==> src/rtl/thread_scheduler_pkg.sv <==
// Shared types and sizing for the barrel-thread scheduler.
// The IFU's word-PC width is derived from the byte-address width.
package thread_scheduler_pkg;

    localparam int unsigned ADDR_LEN    = 32;
    localparam int unsigned NUM_THREADS = 4;
    localparam int unsigned TID_W       = $clog2(NUM_THREADS);
    localparam int unsigned PC_W        = ADDR_LEN - 3;

    typedef logic [TID_W-1:0] tid_t;
    typedef logic [PC_W-1:0]  pc_t;

    localparam pc_t RESET_PC = '0;

    typedef enum logic [1:0] {
        TS_IDLE,
        TS_READY,
        TS_INFLIGHT,
        TS_HALTED
    } thread_state_e;

    // Payload handed to the IFU on each issue slot
    typedef struct packed {
        tid_t tid;
        pc_t  pc;
    } issue_t;

    // A thread counts as active while it is runnable or has an instruction in flight
    function automatic logic is_live(input thread_state_e s);
        return (s == TS_READY) || (s == TS_INFLIGHT);
    endfunction

endpackage

==> src/rtl/thread_scheduler_if.sv <==
// Scheduler-facing bundle: issue to IFU, writeback from EXU, start/stop commands.
// master = scheduler side, slave = surrounding pipeline/control side.
interface thread_scheduler_if;
    import thread_scheduler_pkg::*;

    logic                   stall;
    logic                   issue_valid;
    tid_t                   thread_id;
    pc_t                    issue_pc;

    logic                   wb_valid;
    tid_t                   wb_tid;
    pc_t                    wb_pc;
    logic                   wb_halt;

    logic                   start_valid;
    tid_t                   start_tid;
    pc_t                    start_pc;
    logic                   stop_valid;
    tid_t                   stop_tid;
    logic                   cmd_err;
    logic [NUM_THREADS-1:0] thread_active;

    modport master (
        input  stall,
        output issue_valid, thread_id, issue_pc,
        input  wb_valid, wb_tid, wb_pc, wb_halt,
        input  start_valid, start_tid, start_pc,
        input  stop_valid, stop_tid,
        output cmd_err, thread_active
    );

    modport slave (
        output stall,
        input  issue_valid, thread_id, issue_pc,
        output wb_valid, wb_tid, wb_pc, wb_halt,
        output start_valid, start_tid, start_pc,
        output stop_valid, stop_tid,
        input  cmd_err, thread_active
    );

endinterface

==> src/rtl/thread_scheduler_rr_pick.sv <==
// Combinational round-robin picker: first ready thread after rr_ptr, with wrap.
module thread_scheduler_rr_pick
    import thread_scheduler_pkg::*;
(
    input  logic [NUM_THREADS-1:0] i_ready,
    input  tid_t                   i_rr_ptr,
    output logic                   o_grant_valid_c,
    output tid_t                   o_grant_tid_c
);

    logic w_found;
    tid_t w_idx;

    // Scan rr_ptr+1 .. rr_ptr+NUM_THREADS; TID_W truncation gives the modulo wrap
    always_comb begin
        w_found = 1'b0;
        w_idx   = '0;
        o_grant_tid_c = '0;
        for (int unsigned k = 1; k <= NUM_THREADS; k++) begin
            w_idx = TID_W'(32'(i_rr_ptr) + k);
            if (!w_found && i_ready[w_idx]) begin
                w_found       = 1'b1;
                o_grant_tid_c = w_idx;
            end
        end
        o_grant_valid_c = w_found;
    end

endmodule

==> src/rtl/thread_scheduler.sv <==
// Barrel-thread scheduler: per-thread PC/state, round-robin issue to the IFU,
// EXU PC writeback and start/stop command handling.
module thread_scheduler
    import thread_scheduler_pkg::*;
(
    input  logic               clk,
    input  logic               rst,
    thread_scheduler_if.master sif
);

    thread_state_e          r_state [NUM_THREADS];
    thread_state_e          w_state [NUM_THREADS];
    pc_t                    r_pc    [NUM_THREADS];
    pc_t                    w_pc    [NUM_THREADS];
    logic [NUM_THREADS-1:0] r_kill;
    logic [NUM_THREADS-1:0] w_kill;
    tid_t                   r_rr_ptr;
    tid_t                   w_rr_ptr;

    logic                   r_issue_valid;
    logic                   w_issue_valid;
    issue_t                 r_issue;
    issue_t                 w_issue;
    logic                   r_cmd_err;
    logic                   w_cmd_err;
    logic [NUM_THREADS-1:0] r_thread_active;
    logic [NUM_THREADS-1:0] w_thread_active;

    logic [NUM_THREADS-1:0] w_ready;
    logic                   w_grant_valid;
    tid_t                   w_grant_tid;

    // Selection always sees the registered (pre-update) state
    always_comb begin
        w_ready = '0;
        for (int unsigned t = 0; t < NUM_THREADS; t++) begin
            w_ready[TID_W'(t)] = (r_state[TID_W'(t)] == TS_READY);
        end
    end

    thread_scheduler_rr_pick u_rr_pick (
        .i_ready         (w_ready),
        .i_rr_ptr        (r_rr_ptr),
        .o_grant_valid_c (w_grant_valid),
        .o_grant_tid_c   (w_grant_tid)
    );

    // Next-state: issue, then writeback, then stop, then start
    always_comb begin
        w_state         = r_state;
        w_pc            = r_pc;
        w_kill          = r_kill;
        w_rr_ptr        = r_rr_ptr;
        w_issue_valid   = r_issue_valid;
        w_issue         = r_issue;
        w_cmd_err       = 1'b0;
        w_thread_active = r_thread_active;

        if (!sif.stall) begin
            w_issue_valid = w_grant_valid;
            if (w_grant_valid) begin
                w_issue.tid          = w_grant_tid;
                w_issue.pc           = r_pc[w_grant_tid];
                w_rr_ptr             = w_grant_tid;
                w_state[w_grant_tid] = TS_INFLIGHT;
            end
        end

        // An issued thread was READY, so it can never also match this INFLIGHT check
        if (sif.wb_valid && (r_state[sif.wb_tid] == TS_INFLIGHT)) begin
            w_pc[sif.wb_tid]   = sif.wb_pc;
            w_kill[sif.wb_tid] = 1'b0;
            if (sif.wb_halt) begin
                w_state[sif.wb_tid] = TS_HALTED;
            end else if (r_kill[sif.wb_tid]) begin
                w_state[sif.wb_tid] = TS_IDLE;
            end else begin
                w_state[sif.wb_tid] = TS_READY;
            end
        end

        if (sif.stop_valid) begin
            if (w_state[sif.stop_tid] == TS_READY) begin
                w_state[sif.stop_tid] = TS_IDLE;
            end else if (w_state[sif.stop_tid] == TS_INFLIGHT) begin
                w_kill[sif.stop_tid] = 1'b1;
            end
        end

        if (sif.start_valid) begin
            if ((w_state[sif.start_tid] == TS_IDLE) || (w_state[sif.start_tid] == TS_HALTED)) begin
                w_pc[sif.start_tid]    = sif.start_pc;
                w_state[sif.start_tid] = TS_READY;
                w_kill[sif.start_tid]  = 1'b0;
            end else begin
                w_cmd_err = 1'b1;
            end
        end

        for (int unsigned t = 0; t < NUM_THREADS; t++) begin
            w_thread_active[TID_W'(t)] = is_live(w_state[TID_W'(t)]);
        end
    end

    // State register; reset drops everything in flight and reboots thread 0
    always_ff @(posedge clk) begin
        if (!rst) begin
            for (int unsigned t = 0; t < NUM_THREADS; t++) begin
                r_state[TID_W'(t)] <= (t == 0) ? TS_READY : TS_IDLE;
                r_pc[TID_W'(t)]    <= (t == 0) ? RESET_PC : '0;
            end
            r_kill          <= '0;
            r_rr_ptr        <= TID_W'(NUM_THREADS - 1);
            r_issue_valid   <= 1'b0;
            r_issue         <= '0;
            r_cmd_err       <= 1'b0;
            r_thread_active <= NUM_THREADS'(1);
        end else begin
            r_state         <= w_state;
            r_pc            <= w_pc;
            r_kill          <= w_kill;
            r_rr_ptr        <= w_rr_ptr;
            r_issue_valid   <= w_issue_valid;
            r_issue         <= w_issue;
            r_cmd_err       <= w_cmd_err;
            r_thread_active <= w_thread_active;
        end
    end

    assign sif.issue_valid   = r_issue_valid;
    assign sif.thread_id     = r_issue.tid;
    assign sif.issue_pc      = r_issue.pc;
    assign sif.cmd_err       = r_cmd_err;
    assign sif.thread_active = r_thread_active;

endmodule

==> src/flat_wrapper.sv <==
// flat-port wrapper written by rule: the top's interface ports become plain ports
module thread_scheduler_flat import thread_scheduler_pkg::*;
  (clk, rst, sif_stall, sif_issue_valid, sif_thread_id, sif_issue_pc, sif_wb_valid, sif_wb_tid, sif_wb_pc, sif_wb_halt, sif_start_valid, sif_start_tid, sif_start_pc, sif_stop_valid, sif_stop_tid, sif_cmd_err, sif_thread_active);
  thread_scheduler_if sif_i ();
  input  logic clk;
  input  logic rst;
  input wire logic [$bits(sif_i.stall)-1:0] sif_stall;
  output wire logic [$bits(sif_i.issue_valid)-1:0] sif_issue_valid;
  output wire logic [$bits(sif_i.thread_id)-1:0] sif_thread_id;
  output wire logic [$bits(sif_i.issue_pc)-1:0] sif_issue_pc;
  input wire logic [$bits(sif_i.wb_valid)-1:0] sif_wb_valid;
  input wire logic [$bits(sif_i.wb_tid)-1:0] sif_wb_tid;
  input wire logic [$bits(sif_i.wb_pc)-1:0] sif_wb_pc;
  input wire logic [$bits(sif_i.wb_halt)-1:0] sif_wb_halt;
  input wire logic [$bits(sif_i.start_valid)-1:0] sif_start_valid;
  input wire logic [$bits(sif_i.start_tid)-1:0] sif_start_tid;
  input wire logic [$bits(sif_i.start_pc)-1:0] sif_start_pc;
  input wire logic [$bits(sif_i.stop_valid)-1:0] sif_stop_valid;
  input wire logic [$bits(sif_i.stop_tid)-1:0] sif_stop_tid;
  output wire logic [$bits(sif_i.cmd_err)-1:0] sif_cmd_err;
  output wire logic [$bits(sif_i.thread_active)-1:0] sif_thread_active;
  assign sif_i.stall = sif_stall;
  assign sif_issue_valid = sif_i.issue_valid;
  assign sif_thread_id = sif_i.thread_id;
  assign sif_issue_pc = sif_i.issue_pc;
  assign sif_i.wb_valid = sif_wb_valid;
  assign sif_i.wb_tid = sif_wb_tid;
  assign sif_i.wb_pc = sif_wb_pc;
  assign sif_i.wb_halt = sif_wb_halt;
  assign sif_i.start_valid = sif_start_valid;
  assign sif_i.start_tid = sif_start_tid;
  assign sif_i.start_pc = sif_start_pc;
  assign sif_i.stop_valid = sif_stop_valid;
  assign sif_i.stop_tid = sif_stop_tid;
  assign sif_cmd_err = sif_i.cmd_err;
  assign sif_thread_active = sif_i.thread_active;
  thread_scheduler u_core (.clk(clk), .rst(rst), .sif(sif_i));
endmodule
==> config.mk <==
export PLATFORM = sky130hd
export DESIGN_NAME = thread_scheduler_flat
export DESIGN_NICKNAME = d
export VERILOG_FILES = /design/src/rtl/thread_scheduler_pkg.sv /design/src/rtl/thread_scheduler_if.sv /design/src/rtl/thread_scheduler_rr_pick.sv /design/src/rtl/thread_scheduler.sv /design/src/flat_wrapper.sv
export SDC_FILE = /design/constraint.sdc
export NUM_CORES = 1
export LEC_CHECK = 0
export ABC_AREA = 1
export CORE_MARGIN = 4
export CORE_UTILIZATION = 40
export DETAILED_ROUTE_END_ITERATION = 6
export DONT_BUFFER_PORTS = 1
export PLACE_DENSITY_LB_ADDON = 0.25
export SYNTH_ARGS = -nofsm -noshare
export SYNTH_HDL_FRONTEND = slang
export SYNTH_SLANG_ARGS = --single-unit
==> constraint.sdc <==
create_clock -name clk -period 2.9 [get_ports clk]
set_input_delay 0.725 -clock clk [delete_from_list [all_inputs] [get_ports clk]]
set_output_delay 0.725 -clock clk [all_outputs]
set_load 0.01 [all_outputs]
; ---- Word level (Yosys, flattened, before mapping)
; Cells that the tools add are included.
; W data, S select, Z words.
[op_classes]
n_addsub = 4
mul = 0
div = 0
order_cmp = 18
n_eq_ne = 16
n_shift = 0
muxes = 69
bitwise_logic = 24
reduce_logical = 22
[ops]
columns = cell, count
row1 = $mux W116, 3
row2 = $bwmux W116, 2
row3 = $demux W29 S2, 2
row4 = $mux W29, 4
row5 = $mux W8, 9
row6 = $bmux W29 S2, 1
row7 = $mux W2, 14
row8 = $mux W4, 6
row9 = $lt A2 B3 Y1 const B, 7
row10 = $and A4 B4 Y4, 5
row11 = $not A4 Y4, 5
row12 = $eq A2 B1 Y1 const B, 9
row13 = $and A8 B8 Y8, 2
row14 = $demux W2 S2, 4
row15 = $not A8 Y8, 2
row16 = $or A4 B4 Y4, 4
row17 = $eq A2 B2 Y1 const B, 7
row18 = $mux W1, 13
row19 = $bmux W2 S2, 3
row20 = $ge A3 B3 Y1 const B, 4
row21 = $lt A3 B1 Y1 const B, 4
row22 = $not A2 Y3, 4
row23 = $logic_and A1 B1 Y1, 11
row24 = $bmux W1 S2, 5
row25 = 10 further kinds, 23
[word_totals]
regBits = 167
latchBits = 0
mem_bits_rw = 0
rom_bits = 0
in_bits = 71
out_inout_bits = 37
elab_cells = 168
n_memories = 0

; ---- Depth between registers and ports, before layout
[depth]
word_depth = 41
ltp_mapped = 28
ltp_nobuf = 27

; ---- By module
; From an unflattened synthesis, not the netlist that was laid out.
[hier_totals]
hier_cells = 1348
area_unflattened_um2 = 8623.3
[modules_own_cells]
columns = mod, instances, cells_each, area_per_inst_um2, seq_area_each_um2
row1 = thread_scheduler, 1, 1296, 8351.8, 3343.2
row2 = thread_scheduler_rr_pick, 1, 52, 271.5, 0.0

; ---- Worst setup path before layout
; OpenSTA, ideal clock, no wires.
[synth_path]
path_type = input to register
from = input sif_wb_tid[1]
to = register u_core.r_pc[80] in the netlist's numbering
setup_time_ns = 0.113
arrival_ns = 2.955
t_required_ns = 2.787
slack_ns = -0.168
cell_stages = 21
n_path_buf = 1
path_cell_list = nand2_1 inv_1 a221oi_1 nand2_1 nor2_1 inv_1 o21ai_2 nand2_1 nand2_1 inv_2 nand2_2 nand3_1 nand2_1 nand2_1 nand2_1 nor2_1 nand2_4 nand3_4 buf_2 nor2_1 nor2_1
[synth_via]
elab_chain_len = 23
word_cells_on_any_way = 42
cone_classes = order compare (2) / eq/ne (3) / mux (25) / bitwise (8) / reduce/logical (4)
[synth_lines]
columns = item, line
row1 = start: declaration, flat_wrapper.sv:12  ; input wire logic [$bits(sif_i.wb_tid)-1:0] sif_wb_tid;
row2 = $not A2 Y3 (implied by the code), -
row3 = $ge A3 B3 Y1 (implied by the code) / $lt A3 B1 Y1 (equally long branches), -
row4 = $logic_and A1 B1 Y1 (implied by the code), -
row5 = $mux W2 (implied by the code), "thread_scheduler.sv:74, thread_scheduler.sv:76, thread_scheduler.sv:78"
row6 = $demux W2 S2, "thread_scheduler.sv:74, thread_scheduler.sv:76, thread_scheduler.sv:78"
row7 = $not A8 Y8 (no source line) / $not A4 Y4 (equally long branches), -
row8 = $and A8 B8 Y8 (no source line) / $and A4 B4 Y4 (equally long branches), -
row9 = $mux W8, thread_scheduler.sv:75  ; end else if (r_kill[sif.wb_tid]) begin
row10 = (+6 left out), -
row11 = $mux W8, thread_scheduler.sv:83  ; if (w_state[sif.stop_tid] == TS_READY) begin
row12 = $mux W8, thread_scheduler.sv:82  ; if (sif.stop_valid) begin
row13 = $bmux W2 S2, thread_scheduler.sv:91  ; if ((w_state[sif.start_tid] == TS_IDLE) || (w_state[sif.start_tid] == TS_HALTED)) begin
row14 = $mux W2 (implied by the code) (2 in series), thread_scheduler.sv:91
row15 = $eq A2 B2 Y1 / $logic_not A2 Y1 (equally long branches), thread_scheduler.sv:91
row16 = $logic_or A1 B1 Y1, thread_scheduler.sv:91
row17 = $mux W116, thread_scheduler.sv:91
row18 = $mux W116 *, thread_scheduler.sv:90  ; if (sif.start_valid) begin
row19 = end signal: indexed assignment, thread_scheduler.sv:110  ; r_pc[TID_W'(t)] <= (t == 0) ? RESET_PC : '0;
row20 = end signal: assignment, thread_scheduler.sv:120  ; r_pc <= w_pc;
row21 = end: declaration, thread_scheduler.sv:13  ; pc_t r_pc [NUM_THREADS];
; Mark *: on every way between the ends. The rest lies on a longest branch, timed or not. The select of a mux whose other input is x is not followed.
; A chain may end at the register's enable or synchronous reset.

; ---- Worst setup path after layout
[layout_path]
from = register u_core.r_rr_ptr[0]
to = register u_core.r_pc[102] in the netlist's numbering
[layout_via]
elab_chain_len = 39
word_cells_on_any_way = 59
cone_classes = add/sub (4) / order compare (2) / eq/ne (2) / mux (33) / bitwise (9) / reduce/logical (9)
[layout_lines]
columns = item, line
row1 = start: declaration, thread_scheduler.sv:17  ; tid_t r_rr_ptr;
row2 = start signal: assignment, thread_scheduler.sv:113  ; r_rr_ptr <= TID_W'(NUM_THREADS - 1);
row3 = start signal: assignment, thread_scheduler.sv:122  ; r_rr_ptr <= w_rr_ptr;
row4 = $add A2 B1 Y2, thread_scheduler_rr_pick.sv:20  ; w_idx = TID_W'(32'(i_rr_ptr) + k);
row5 = $bmux W1 S2, thread_scheduler_rr_pick.sv:21  ; if (!w_found && i_ready[w_idx]) begin
row6 = $mux W1 (implied by the code), thread_scheduler_rr_pick.sv:21
row7 = $mux W1, thread_scheduler_rr_pick.sv:21
row8 = $logic_not A1 Y1, thread_scheduler_rr_pick.sv:21
row9 = $logic_and A1 B1 Y1, thread_scheduler_rr_pick.sv:21
row10 = $mux W1, thread_scheduler_rr_pick.sv:21
row11 = $logic_not A1 Y1, thread_scheduler_rr_pick.sv:21
row12 = (+22 left out), -
row13 = $mux W8, thread_scheduler.sv:83
row14 = $mux W8 *, thread_scheduler.sv:82
row15 = $bmux W2 S2 *, thread_scheduler.sv:91
row16 = $mux W2 (implied by the code) * (2 in series), thread_scheduler.sv:91
row17 = $eq A2 B2 Y1 / $logic_not A2 Y1 (equally long branches), thread_scheduler.sv:91
row18 = $logic_or A1 B1 Y1 *, thread_scheduler.sv:91
row19 = $mux W116 *, thread_scheduler.sv:91
row20 = $mux W116 *, thread_scheduler.sv:90
; Marks and branches as above.

==> impl_metrics.tcl <==
set metrics [dict create \
    status "finished, violations left" \
    violations "setup timing" \
    relSlewSlack_pct 52.2 \
    ant_nets 0 \
    gp_congestion 0.924 \
    ios 108 \
    wl_um 35400 \
    crit_path_end_kind "register" \
    antenna_found_initial 0 \
    overflow 0 \
    grt_max_degree 144 \
    slew_viol_final 0 \
    first_iter_violations 1098 \
    cts_root_buffer "clkbuf_16" \
    crit_start "u_core.r_rr_ptr[0]" \
    critPathSlowestCell "dfxtp_4" \
    drcViolationCount 0 \
    avgSynthCellArea_um2 6.15 \
    final_layout_size_suffix_gt1_share_pct 29.5 \
    grt_pass1_vias 9429 \
    cts_inserted_buffers 17 \
    cp.arrival_ns 3.69 \
    synth_common_cells "443 x nand2_1, 347 x nor2_1, 167 x dfxtp_1" \
    worst_pin_slew_ns 0.717 \
    port_buffers 0 \
    fin_skew_ns 0.00905 \
    tns_ns -44.52 \
    synth_top_area_share_pct 37.9 \
    cts_hold_buf 0 \
    finalSetupViolCount 132 \
    rr_worst_depth 27 \
    ys_ff_latch 167 \
    period_minus_slack_ns 3.31 \
    cts_num_sinks 167 \
    fin_ws_ns -0.414 \
    vdd_ir_drop_max_uv 530 \
    finalHoldViolCount 0 \
    synth-edff-count 0 \
    critPathMaxStageDelay_ns 0.41 \
    cp.required_ns 3.28 \
    yosysSeqAreaShare_pct 37.9 \
    firstDrtPassIters 7 \
    leakagePower_nw 6.09 \
    synthToLayoutAreaGrowth_pct 40.5 \
    num_antenna_cells 0 \
    wl_per_cell_um 19.6 \
    syn_nets 1503 \
    cts.path.max_buffers 2 \
    design.core.area_um2 21800 \
    crit_end "u_core.r_pc[102]" \
    path_class "register to register" \
    cts_tree "built" \
    cts_max_level 4 \
    cpMostUsedCell "nand2_2" \
    yosysWarnings 0 \
    dp_hpwl_um 18500 \
    async_reset_ff_share_pct 0 \
    n_fill_cell 1932 \
    worstSetupStartpointType "register" \
    die_w_um 156 \
    grt_pass1_wl_um 52300 \
    grt_usage_pct 26.8 \
    max_freq_mhz 302 \
    synth_area_um2 8810 \
    crit_fanout 8 \
    synth.most_common_cell "nand2_1" \
    ys.flop_type "dfxtp_1" \
    synth_area_leaders "dfxtp_1 38%, nand2_1 19%, nor2_1 15%" \
    rsz0062_at_grt "yes" \
    synth.distinct_cells 32 \
    power_mw 11.2 \
    r2r_end "u_core.r_pc[102]" \
    clk_pin_slew_ns 0.07 \
    initial_core_util_pct 40.5 \
    die_h_um 156 \
    timing.final.crit_share_pct 114 \
    finalNetCount 1582 \
    drv_cap 0 \
    dieArea_um2 24500 \
    p_per_area_nw_per_um2 903 \
    rows 54 \
    final_area_um2 12400 \
    yosysTopAreaCell "dfxtp_1" \
    vias 10200 \
    netlist_instances 1432 \
    hold_class "input pin to register" \
    ff2ff_setup_slack_ns -0.41 \
    reg2reg_from "u_core.r_rr_ptr[0]" \
    insertion_delay_ns 0.44 \
    viasPerCell 5.65 \
    place_area_um2 9580 \
]
## flip-flops by register name, summed over array words and instances (netlist names)
register	cells
u_core.sif.thread_active	4
u_core.sif.thread_id	2
u_core.sif.issue_pc	29
u_core.sif.issue_valid	1
u_core.r_rr_ptr	2
u_core.r_pc	116
u_core.r_state	8
u_core.r_kill	4
u_core.sif.cmd_err	1
## final cells by class
type | count | area [µm²] | area share [%]
inverters | 71 | 277 | 2.23
multi-input cells | 1103 | 5950 | 48.1
flip-flops and latches | 167 | 3350 | 27.1
well taps | 280 | 350 | 2.83
repair buffers | 151 | 1840 | 14.9
clock buffers | 20 | 467 | 3.77
clock inverters | 12 | 140 | 1.13
## layer usage
metal | vias up | share of wire (%) | GRT usage, %
met5 | - | 0 | 0
met4 | 0 | 3.4 | 9.92
met3 | 94 | 9.3 | 6.44
met2 | 524 | 47 | 43.8
met1 | 4850 | 40 | 34.5
li1 | 4729 | - | -
## worst max-delay path, delay by kind of cell (launching register included)
kind	cells	cell delay (ns)
buffers and inverters	4	0.53
AND/OR/NAND/NOR	23	2.30
flip-flops	1	0.41
## worst min-delay path by stage
stage               slack (ns)           endpoint        startpoint  depth (start not counted)
global route              0.40  u_core.r_state[6]               rst                          1
global placement          0.45   u_core.r_kill[3]  u_core.r_kill[3]                          2
detailed placement        0.46   u_core.r_kill[3]  u_core.r_kill[3]                          2
CTS                       0.40  u_core.r_state[6]               rst                          1
finish                    0.40    u_core.r_pc[49]               rst                          2
floorplan                 0.44   u_core.r_kill[3]  u_core.r_kill[3]                          2
## placed cells by master (no fill, tap or decap), drive strengths merged, types with 6 or more instances in the layout
cell / Yosys / routed
o221ai: 18 / 18
o22ai: 15 / 15
nand3: 155 / 155
o21ai: 82 / 82
a21oi: 8 / 8
inv: 70 / 74
clkinv: 1 / 6
dfxtp: 167 / 167
o211ai: 19 / 19
buf: 27 / 143
nand2: 448 / 448
clkbuf: 64 / 27
nor2: 350 / 350
## stage by stage
step / std cells / util, % / setup slack [ns] / hold slack [ns]
6_report: 1804 / 56.9 / -0.414 / 0.399
3_5_place_dp: 1706 / 44.0 / -0.435 / 0.459
4_1_cts: 1792 / 53.1 / -0.203 / 0.399
2_1_floorplan: 1432 / - / -0.0352 / 0.438
5_1_grt: 1804 / 56.9 / -0.605 / 0.396
3_3_place_gp: 1706 / 44.0 / -0.387 / 0.454
## what timing repair did
item                                    CTS  global route
cloned                                   19             8
setup buffers                            35            10
gates resized for setup                 160           167
endpoints found under the setup margin  132           137
pin swaps                                44           116
## cell families (layout without fill, tap and decap cells)
kind of cell | after synthesis | after routing | synth area share [%]
and+or+nand+nor | 957 | 957 | 44.0
DFF | 167 | 167 | 37.9
buffers and inverters | 162 | 254 | 7.94
AOI/OAI and AO/OA | 145 | 145 | 10.0
xor gates and xnor gates | 1 | 1 | 0.0994
## power breakdown
part           switching [mW]  leakage, nW  internal [mW]  total, mW
registers               0.431         1.37           2.76       3.19
clock network            1.04        0.301           1.35       2.39
logic                    3.42         4.42           2.18       5.59
total                    4.89         6.09           6.29       11.2
No activity file was read; power rests on OpenSTA's default activity.
